### src/rtl/fetch_unit.sv
// Instruction fetch unit: single-outstanding memory requester feeding a prefetch FIFO.
// Optional misaligned-redirect trap is enabled by defining FETCH_MISALIGN_TRAP_EN.
module fetch_unit #(
  parameter logic [31:0] RESET_PC   = 32'h0000_0000,
  parameter int          FIFO_DEPTH = 2
) (
  input  logic        clk,
  input  logic        reset,
  output logic        imem_req,
  output logic [31:0] imem_addr,
  input  logic        imem_ack,
  input  logic [31:0] imem_rdata,
  input  logic        redirect_valid,
  input  logic [31:0] redirect_pc,
  output logic        inst_valid,
  output logic [31:0] inst_data,
  output logic [31:0] inst_pc,
  input  logic        inst_ready,
  output logic [31:0] pc_out
`ifdef FETCH_MISALIGN_TRAP_EN
  ,
  output logic        fetch_misalign
`endif
);

  localparam int PW = $clog2(FIFO_DEPTH);
  localparam int CW = PW + 1;

  typedef enum logic [1:0] {S_REQ, S_WAIT, S_DRAIN} state_t;

  state_t        state, next_state;
  logic [31:0]   pc, next_pc, req_addr, redirect_target;
  logic [31:0]   fifo_data [FIFO_DEPTH];
  logic [31:0]   fifo_pc   [FIFO_DEPTH];
  logic [PW-1:0] rd_ptr, wr_ptr;
  logic [CW-1:0] count;
  logic          issue, capture_addr, push, pop, stalled;

`ifdef FETCH_MISALIGN_TRAP_EN
  logic misalign;

  assign redirect_target = redirect_pc;
  assign stalled         = misalign;
  assign fetch_misalign  = misalign;

  always_ff @(posedge clk or negedge reset) begin
    if (!reset)
      misalign <= 1'b0;
    else if (redirect_valid)
      misalign <= (redirect_pc[1:0] != 2'b00);
  end
`else
  assign redirect_target = redirect_pc & 32'hFFFF_FFFC;
  assign stalled         = 1'b0;
`endif

  // Occupancy alone bounds issue: in S_REQ nothing is outstanding, so a push can never overflow.
  assign issue      = reset && (state == S_REQ) && (count < CW'(FIFO_DEPTH)) && !stalled;
  assign imem_req   = issue || (state != S_REQ);
  assign imem_addr  = (state == S_REQ) ? (issue ? pc : 32'd0) : req_addr;
  assign pc_out     = pc;
  assign pop        = inst_valid && inst_ready;
  assign inst_valid = (count != '0);
  assign inst_data  = inst_valid ? fifo_data[rd_ptr] : 32'd0;
  assign inst_pc    = inst_valid ? fifo_pc[rd_ptr] : 32'd0;

  always_ff @(posedge clk or negedge reset) begin
    if (!reset)
      state <= S_REQ;
    else
      state <= next_state;
  end

  // A request seen by memory must be seen through to its ack, so a redirect in the issue
  // cycle parks in S_DRAIN just like one arriving during S_WAIT.
  always_comb begin
    next_state   = state;
    next_pc      = pc;
    capture_addr = 1'b0;
    push         = 1'b0;
    case (state)
      S_REQ: begin
        if (issue) begin
          capture_addr = 1'b1;
          next_state   = redirect_valid ? S_DRAIN : S_WAIT;
        end
      end
      S_WAIT: begin
        if (imem_ack) begin
          next_state = S_REQ;
          push       = !redirect_valid;
          next_pc    = pc + 32'd4;
        end else if (redirect_valid) begin
          next_state = S_DRAIN;
        end
      end
      S_DRAIN: begin
        if (imem_ack)
          next_state = S_REQ;
      end
      default: next_state = S_REQ;
    endcase
    if (redirect_valid)
      next_pc = redirect_target;
  end

  always_ff @(posedge clk or negedge reset) begin
    if (!reset) begin
      pc       <= RESET_PC;
      req_addr <= 32'd0;
    end else begin
      pc <= next_pc;
      if (capture_addr)
        req_addr <= pc;
    end
  end

  always_ff @(posedge clk) begin
    if (push) begin
      fifo_data[wr_ptr] <= imem_rdata;
      fifo_pc[wr_ptr]   <= req_addr;
    end
  end

  always_ff @(posedge clk or negedge reset) begin
    if (!reset) begin
      rd_ptr <= '0;
      wr_ptr <= '0;
      count  <= '0;
    end else if (redirect_valid) begin
      rd_ptr <= '0;
      wr_ptr <= '0;
      count  <= '0;
    end else begin
      if (push)
        wr_ptr <= wr_ptr + 1'b1;
      if (pop)
        rd_ptr <= rd_ptr + 1'b1;
      case ({push, pop})
        2'b10:   count <= count + 1'b1;
        2'b01:   count <= count - 1'b1;
        default: count <= count;
      endcase
    end
  end

endmodule
### config.mk
export PLATFORM = sky130hd
export DESIGN_NAME = fetch_unit
export DESIGN_NICKNAME = d
export VERILOG_FILES = /design/src/rtl/fetch_unit.sv
export SDC_FILE = /design/constraint.sdc
export NUM_CORES = 1
export LEC_CHECK = 0
export CORE_ASPECT_RATIO = 0.5
export CORE_MARGIN = 10
export CORE_UTILIZATION = 26
export DETAILED_ROUTE_END_ITERATION = 6
export GPL_TIMING_DRIVEN = 0
export HOLD_SLACK_MARGIN = 0.06
export PLACE_DENSITY = 0.45
export REMOVE_ABC_BUFFERS = 1
export SYNTH_ARGS = -nofsm -noshare
export SYNTH_HDL_FRONTEND = slang
export SYNTH_SLANG_ARGS = --single-unit
### constraint.sdc
create_clock -name clk -period 7.8 [get_ports clk]
set_input_delay 0.78 -clock clk [delete_from_list [all_inputs] [get_ports clk]]
set_output_delay 0.78 -clock clk [all_outputs]
set_load 0.005 [all_outputs]
==> results of run 1 <==
==> routing by layer <==
layer	global-route usage (%)	vias up	routed length [um]
met2	23.06	54	13650
met1	14.92	2886	10640
met3	3.047	6	550
met5	0	-	0
met4	2.709	0	111
li1	-	2660	-
==> flip-flops by register name, summed over array words and instances (netlist names) <==
| name | count |
|---|---|
| fifo_data | 64 |
| fifo_pc | 60 |
| pc_out | 30 |
| req_addr | 30 |
| count | 2 |
| state | 2 |
| rd_ptr | 1 |
| wr_ptr | 1 |
==> final timing paths <==
| kind | depth (start not counted) | slack (ps) | start | endpoint |
|---|---|---|---|---|
| worst max-delay path | 6 | 3570 | state[0] | imem_addr[15] |
| worst min-delay path | 1 | 290 | reset | req_addr[2] |
| worst max register to register | 5 | 5000 | state[0] | req_addr[19] |
| worst min register to register | 0 | 490 | req_addr[30] | fifo_pc[1][30] |
| max in group asynchronous | 2 | 6920 | reset | req_addr[20] |
| min in group clk | 0 | 490 | req_addr[30] | fifo_pc[1][30] |
==> per-stage QoR <==
stage	cell area, um^2	total power [mW]	util [%]	hold slack [ps]	TNS, ps
2_1_floorplan	8010	1.675	-	457.1	0
3_3_place_gp	10440	2.120	34.03	467.2	-439230
3_5_place_dp	10710	2.126	34.89	479.7	0
4_1_cts	11270	2.982	36.74	286.9	0
5_1_grt	11280	3.089	36.75	292.0	0
6_report	11280	2.935	36.75	289.8	0
==> cells by family (layout without fill, tap and decap cells) <==
kind of cell	after synthesis	in the layout	synth area share, %
simple gates	179	179	10.75
xor+xnor	13	13	1.387
flops	190	190	65.49
other cells	1	7	0.04569
mux	94	94	11.94
compound gates	80	80	7.195
buf+inv	57	248	3.049
fa+ha+maj	1	1	0.1524
==> cell type report <==
class / instances / share of cell area, %
clock buffers: 24 / 4.549
repair buffers: 207 / 19.00
diodes: 1 / 0.02219
well taps: 423 / 4.694
flip-flops and latches: 190 / 47.70
multi-input cells: 373 / 23.27
inverters: 9 / 0.2996
clock inverters: 8 / 0.4660
==> where the power goes <==
| part | internal [mW] | switching (mW) | total, mW |
|---|---|---|---|
| Sequential | 1.24 | 0.126 | 1.37 |
| Combinational | 0.425 | 0.295 | 0.720 |
| Clock | 0.462 | 0.386 | 0.848 |
| Total | 2.13 | 0.807 | 2.94 |
==> placed cells by master, fill, tap and decap left out, types with 5 or more instances in the layout <==
| master | netlist | layout |
|---|---|---|
| sky130_fd_sc_hd__or4_1 | 14 | 14 |
| sky130_fd_sc_hd__xnor2_1 | 10 | 10 |
| sky130_fd_sc_hd__nor2_1 | 85 | 84 |
| sky130_fd_sc_hd__nor3_1 | 6 | 5 |
| sky130_fd_sc_hd__nand3_1 | 14 | 14 |
| sky130_fd_sc_hd__nand4_1 | 11 | 11 |
| sky130_fd_sc_hd__buf_6 | 1 | 8 |
| sky130_fd_sc_hd__clkbuf_16 | 0 | 18 |
| sky130_fd_sc_hd__mux2_2 | 19 | 19 |
| sky130_fd_sc_hd__conb_1 | 1 | 6 |
| sky130_fd_sc_hd__dfrtp_1 | 66 | 65 |
| sky130_fd_sc_hd__mux2i_1 | 63 | 63 |
| sky130_fd_sc_hd__a22o_1 | 30 | 30 |
| sky130_fd_sc_hd__a31oi_1 | 15 | 15 |
| sky130_fd_sc_hd__mux2_1 | 12 | 12 |
| sky130_fd_sc_hd__o31ai_1 | 11 | 11 |
| sky130_fd_sc_hd__nand2_1 | 24 | 24 |
| sky130_fd_sc_hd__edfxtp_1 | 124 | 124 |
| sky130_fd_sc_hd__clkdlybuf4s50_1 | 0 | 189 |
| sky130_fd_sc_hd__inv_1 | 9 | 9 |
| sky130_fd_sc_hd__o21ai_0 | 13 | 13 |
==> impl_metrics.prom, run 1 <==
# TYPE chip_impl_metric gauge
chip_impl_metric{name="area.growth.synth_to_final",unit="%"} 37.38
chip_impl_info{name="worstSetupEndpointType",value="primary output"} 1
chip_impl_metric{name="yosysSeqAreaShare",unit="%"} 65.49
chip_impl_metric{name="ir_drop",unit="uV"} 130.4
chip_impl_metric{name="grt_first_pass_wirelength",unit="um"} 38430
chip_impl_metric{name="finalWorstPathRequiredPeriod",unit="ps"} 4226
chip_impl_metric{name="ys_seq_elements",unit=""} 190
chip_impl_metric{name="grt_remaining_overflow",unit=""} 0
chip_impl_metric{name="n_fill_cell",unit=""} 2968
chip_impl_info{name="critPathSlowestCell",value="sky130_fd_sc_hd__nor3b_2"} 1
chip_impl_metric{name="slew_violations",unit=""} 0
chip_impl_info{name="synth.cells.most_frequent",value="sky130_fd_sc_hd__edfxtp_1, sky130_fd_sc_hd__nor2_1, sky130_fd_sc_hd__dfrtp_1"} 1
chip_impl_info{name="critPathTopFamily",value="simple AND/OR/NAND/NOR gates"} 1
chip_impl_metric{name="final-hold-violation-count",unit=""} 0
chip_impl_metric{name="post_route_clock_skew",unit="ps"} 12.06
chip_impl_metric{name="final_layout_size_suffix_gt1_share",unit="%"} 9.494
chip_impl_metric{name="cp_max_stage_delay",unit="ps"} 760
chip_impl_metric{name="vias_per_cell",unit=""} 4.539
chip_impl_metric{name="maximum_number_of_pins_on_one_net_before_global_route_repair",unit=""} 39
chip_impl_info{name="synth_most_common_cell",value="sky130_fd_sc_hd__edfxtp_1"} 1
chip_impl_metric{name="global_route.usage.total",unit="%"} 12.70
chip_impl_metric{name="cts_sinks",unit=""} 190
chip_impl_metric{name="multiInputGateArea",unit="um^2"} 2624
chip_impl_metric{name="ff_latch_area",unit="um^2"} 5379
chip_impl_info{name="ys.flop_type",value="sky130_fd_sc_hd__edfxtp_1"} 1
chip_impl_metric{name="portBuffers",unit=""} 190
chip_impl_metric{name="yosys.area.top_type_share",unit="%"} 45.37
chip_impl_metric{name="dieArea",unit="um^2"} 39510
chip_impl_metric{name="syn_area_per_cell",unit="um^2"} 13.35
chip_impl_metric{name="ant_nets",unit=""} 0
chip_impl_metric{name="post_synth_num_cell_types",unit=""} 49
chip_impl_info{name="hold_class",value="in2async"} 1
chip_impl_metric{name="floorplan.die.width",unit="um"} 271.3
chip_impl_metric{name="numCtsBuffers",unit=""} 17
chip_impl_metric{name="mappedNetlistArea",unit="um^2"} 8208
chip_impl_metric{name="grt_antenna_before_repair",unit=""} 1
chip_impl_metric{name="ctsResizeCount",unit=""} 0
chip_impl_metric{name="fmaxAchievable",unit="MHz"} 236.6
chip_impl_metric{name="number_of_synthesized_flops_with_an_enable_pin",unit=""} 124
chip_impl_metric{name="synth_async_sr_flop_share",unit="%"} 34.74
chip_impl_info{name="crit_top_cell",value="sky130_fd_sc_hd__buf_6"} 1
chip_impl_metric{name="first_global_vias",unit=""} 5816
chip_impl_info{name="cts_root_buffer",value="sky130_fd_sc_hd__clkbuf_16"} 1
chip_impl_metric{name="relSlewSlack",unit="%"} 19.07
chip_impl_metric{name="postRouteWirelength",unit="um"} 24940
chip_impl_metric{name="drt_iter0_drc",unit=""} 350
chip_impl_metric{name="syn-instance-count",unit=""} 615
chip_impl_metric{name="insertion_delay_of_the_later_clocked_pin_in_the_worst_skew_pair",unit="ps"} 440
chip_impl_metric{name="layout_setup_ws",unit="ps"} 3574
chip_impl_metric{name="dr_total_vias",unit=""} 5606
chip_impl_info{name="tritoncts",value="built"} 1
chip_impl_metric{name="worst_setup_hold_path_clk_slew",unit="ps"} 70
chip_impl_metric{name="post_drt_wl_per_cell",unit="um"} 20.20
chip_impl_metric{name="cts_setup_buffers",unit=""} 0
chip_impl_info{name="synth.area.top_cells",value="sky130_fd_sc_hd__edfxtp_1, sky130_fd_sc_hd__dfrtp_1, sky130_fd_sc_hd__mux2i_1, sky130_fd_sc_hd__nor2_1, sky130_fd_sc_hd__a22o_1"} 1
chip_impl_metric{name="power.density",unit="nW/um^2"} 260.3
chip_impl_metric{name="h-tree-depth",unit=""} 4
chip_impl_metric{name="row_count",unit=""} 45
chip_impl_metric{name="core_area",unit="um^2"} 30690
chip_impl_metric{name="fin_crit_sh",unit="%"} 54.18
chip_impl_info{name="timing_worst_setup_path_type",value="reg2out"} 1
chip_impl_metric{name="crit_required",unit="ps"} 7020
chip_impl_info{name="netlist.top_cell.by_area",value="sky130_fd_sc_hd__edfxtp_1"} 1
chip_impl_metric{name="first_pass_iters",unit=""} 5
chip_impl_metric{name="place_ws",unit="ps"} 3307
chip_impl_metric{name="pin_count",unit=""} 199
chip_impl_metric{name="total_leakage_power",unit="nW"} 3.821
chip_impl_metric{name="place_inst",unit=""} 1202
chip_impl_metric{name="cap_viol_max_count",unit=""} 0
chip_impl_metric{name="initial_standard_cell_utilization_of_the_core",unit="%"} 26.75
chip_impl_metric{name="worstPathBufferInverterCount",unit=""} 3
chip_impl_metric{name="max_slew.worst_pin.slew",unit="ps"} 1213
chip_impl_metric{name="drc_errors",unit=""} 0
chip_impl_metric{name="post_cts_hold_buffer_count",unit=""} 0
chip_impl_info{name="cp_cell_sequence",value="or2_2 > nor3b_2 > buf_6 > buf_6 > a22o_1 > clkdlybuf4s50_1"} 1
chip_impl_metric{name="globalplace.congestion",unit=""} 0.7030
chip_impl_metric{name="synth-warning-count",unit=""} 0
chip_impl_metric{name="fin_nets",unit=""} 868
chip_impl_metric{name="layoutNonFillerInstCount",unit=""} 1235
chip_impl_info{name="setup.worst_path.start_class",value="register"} 1
chip_impl_metric{name="worst-endpoint-arrival",unit="ps"} 3450
chip_impl_info{name="grt_setup_unrepaired",value="no"} 1
chip_impl_metric{name="worst-path-max-fanout",unit=""} 32
chip_impl_metric{name="setup_violations",unit=""} 0
chip_impl_info{name="status",value="completed"} 1
chip_impl_metric{name="die_height",unit="um"} 145.6
chip_impl_metric{name="dp.final_hpwl",unit="um"} 17720
chip_impl_metric{name="clock_tree.buffer_depth",unit=""} 2
Power figures use the tool's default switching activity.
==> run 2: changes to the inputs <==
==> constraint.sdc (replaced) <==
create_clock -name clk -period 4.1 [get_ports clk]
set_input_delay 0.41 -clock clk [delete_from_list [all_inputs] [get_ports clk]]
set_output_delay 0.41 -clock clk [all_outputs]
set_load 0.005 [all_outputs]
==> impl_metrics.prom, run 2 (same netlist as run 1, synthesis figures left out) <==
# TYPE chip_impl_metric gauge
chip_impl_info{name="status",value="completed"} 1
chip_impl_metric{name="final-hold-violation-count",unit=""} 0
chip_impl_metric{name="pwr-share-clk",unit="%"} 28.9
chip_impl_metric{name="cts_sinks",unit=""} 190
chip_impl_metric{name="slew_violations",unit=""} 0
chip_impl_info{name="layout_common_cells",value="sky130_fd_sc_hd__clkdlybuf4s50_1, sky130_fd_sc_hd__edfxtp_1, sky130_fd_sc_hd__nor2_1"} 1
chip_impl_metric{name="cp_max_stage_delay",unit="ps"} 770
chip_impl_metric{name="netSwitchingPower",unit="mW"} 1.535
chip_impl_metric{name="fmaxAchievable",unit="MHz"} 259.0
chip_impl_metric{name="clock_tree.buffer_depth",unit=""} 2
chip_impl_info{name="worstSetupEndpointType",value="primary output"} 1
chip_impl_metric{name="total_leakage_power",unit="nW"} 3.825
chip_impl_metric{name="first_pass_iters",unit=""} 4
chip_impl_metric{name="report.power.total",unit="mW"} 5.585
chip_impl_metric{name="dp.final_hpwl",unit="um"} 17720
chip_impl_metric{name="initial_standard_cell_utilization_of_the_core",unit="%"} 26.75
chip_impl_metric{name="finalWorstPathRequiredPeriod",unit="ps"} 3861
chip_impl_metric{name="ir_drop",unit="uV"} 247.2
chip_impl_metric{name="final_core_util",unit="%"} 36.78
chip_impl_metric{name="setup_violations",unit=""} 0
chip_impl_metric{name="internal_power",unit="mW"} 4.050
chip_impl_metric{name="pin_count",unit=""} 199
chip_impl_metric{name="largest_register_ffs",unit=""} 64
chip_impl_metric{name="dieArea",unit="um^2"} 39510
chip_impl_metric{name="global_route.usage.total",unit="%"} 12.71
chip_impl_metric{name="numCtsBuffers",unit=""} 17
chip_impl_info{name="tritoncts",value="built"} 1
chip_impl_metric{name="pwr-share-seq",unit="%"} 46.6
chip_impl_metric{name="row_count",unit=""} 45
chip_impl_metric{name="dr_total_vias",unit=""} 5609
chip_impl_metric{name="drc_errors",unit=""} 0
chip_impl_metric{name="max_slew.worst_pin.slew",unit="ps"} 1215
chip_impl_info{name="most_common_cell_after_layout_fill_and_taps_aside",value="sky130_fd_sc_hd__clkdlybuf4s50_1"} 1
chip_impl_metric{name="worst-path-max-fanout",unit=""} 32
chip_impl_metric{name="worst_setup_hold_path_clk_slew",unit="ps"} 70
chip_impl_info{name="hold_class",value="in2async"} 1
chip_impl_info{name="critPathSlowestCell",value="sky130_fd_sc_hd__nor3b_2"} 1
chip_impl_metric{name="post_route_clock_skew",unit="ps"} 12.30
chip_impl_metric{name="postRouteWirelength",unit="um"} 24960
chip_impl_metric{name="portBuffers",unit=""} 190
chip_impl_metric{name="area.growth.synth_to_final",unit="%"} 37.50
chip_impl_metric{name="place_ws",unit="ps"} -23.17
chip_impl_metric{name="globalplace.congestion",unit=""} 0.7030
chip_impl_metric{name="layout_setup_ws",unit="ps"} 239.0
chip_impl_metric{name="post_drt_wl_per_cell",unit="um"} 20.20
chip_impl_info{name="cp_cell_sequence",value="or2_2 > nor3b_2 > buf_6 > buf_6 > a22o_1 > clkdlybuf4s50_1"} 1
chip_impl_metric{name="comb_power_share",unit="%"} 24.5
chip_impl_metric{name="crit_required",unit="ps"} 3690
chip_impl_info{name="top_register",value="fifo_data"} 1
chip_impl_metric{name="first_global_vias",unit=""} 5822
chip_impl_metric{name="grt_remaining_overflow",unit=""} 0
chip_impl_metric{name="grt_first_pass_wirelength",unit="um"} 38450
chip_impl_info{name="timing_worst_setup_path_type",value="reg2out"} 1
chip_impl_info{name="grt_setup_unrepaired",value="no"} 1
chip_impl_metric{name="final.setup.tns",unit="ps"} 0
chip_impl_metric{name="fin_nets",unit=""} 869
chip_impl_metric{name="h-tree-depth",unit=""} 4
chip_impl_metric{name="worst-endpoint-arrival",unit="ps"} 3450
chip_impl_metric{name="maximum_number_of_pins_on_one_net_before_global_route_repair",unit=""} 39
chip_impl_metric{name="ant_nets",unit=""} 0
chip_impl_metric{name="sw_frac_of_total",unit="%"} 27.48
chip_impl_info{name="cts_root_buffer",value="sky130_fd_sc_hd__clkbuf_16"} 1
chip_impl_metric{name="power.density",unit="nW/um^2"} 494.8
chip_impl_metric{name="relSlewSlack",unit="%"} 18.90
chip_impl_metric{name="insertion_delay_of_the_later_clocked_pin_in_the_worst_skew_pair",unit="ps"} 440
chip_impl_metric{name="vias_per_cell",unit=""} 4.538
chip_impl_info{name="crit_top_cell",value="sky130_fd_sc_hd__buf_6"} 1
chip_impl_metric{name="final_layout_size_suffix_gt1_share",unit="%"} 9.483
chip_impl_metric{name="cap_viol_max_count",unit=""} 0
chip_impl_metric{name="grt_antenna_before_repair",unit=""} 1
chip_impl_info{name="biggestRegsByFlops",value="fifo_data: 64 flops, fifo_pc: 60 flops"} 1
chip_impl_metric{name="floorplan.die.width",unit="um"} 271.3
chip_impl_metric{name="cts_setup_buffers",unit=""} 0
chip_impl_metric{name="drt_iter0_drc",unit=""} 372
chip_impl_metric{name="fin_crit_sh",unit="%"} 94.17
chip_impl_info{name="setup.worst_path.start_class",value="register"} 1
chip_impl_metric{name="core_area",unit="um^2"} 30690
chip_impl_metric{name="die_height",unit="um"} 145.6
## run 2: changes by cell type in the layout (fill, tap and decap cells not counted), sizes merged
| cell | before | now |
|---|---|---|
| dlygate4sd3 | 0 | 1 |
## run 2: final timing paths
| kind | start | to | slack (ps) | cells after the start |
|---|---|---|---|---|
| max in group asynchronous | reset | req_addr[16] | 3030 | 3 |
| worst max-delay path | state[0] | imem_addr[15] | 240 | 6 |
| worst min register to register | req_addr[30] | fifo_pc[1][30] | 500 | 0 |
| worst min-delay path | reset | req_addr[2] | 480 | 2 |
| worst max register to register | state[0] | req_addr[19] | 1300 | 5 |
| min in group clk | req_addr[30] | fifo_pc[1][30] | 500 | 0 |
## run 2: final cells by class
type | count | area (um^2)
inverter | 9 | 33.78
tap | 423 | 529.3
antenna | 1 | 2.502
clock inverter | 8 | 52.55
multi-input combinational | 373 | 2624
clock buffer | 24 | 513.0
sequential | 190 | 5379
fill | 2967 | 19400
timing repair buffer | 208 | 2152
## run 2: through the flow
step	instance area, um^2	std cells	hold slack (ps)
floorplan	8010	572	114.4
global placement	10440	1185	467.2
detailed placement	10710	1202	406.9
CTS	11280	1235	478.3
global route	11290	1236	505.8
finish	11290	1236	477.3
## run 2: timing repair
item                      in CTS  in global routing
hold endpoints to repair      30                  0
hold buffers                   1                  0
resized for setup              0                  0
## run 2: critical path, delay by kind of cell, from the launching register on
| family | cells | cell delay, ps |
|---|---|---|
| buf+inv | 3 | 1000 |
| compound gates | 1 | 140 |
| simple gates | 2 | 1410 |
| flops | 1 | 440 |
## run 2: metal layers
layer	GRT usage (%)	up-vias	share of wire (%)
met5	0	-	0
met4	2.709	0	0.52
met3	3.047	6	2.3
met2	23.06	55	55
met1	14.93	2890	43
li1	-	2658	-
## run 2: power by group through the flow
stage	combinational (mW)	clock, mW	sequential [mW]
6_report	1.37	1.61	2.60
2_1_floorplan	0.611	0	2.58
3_3_place_gp	1.39	0	2.65
4_1_cts	1.41	1.66	2.60
5_1_grt	1.49	1.75	2.65
3_5_place_dp	1.40	0	2.64
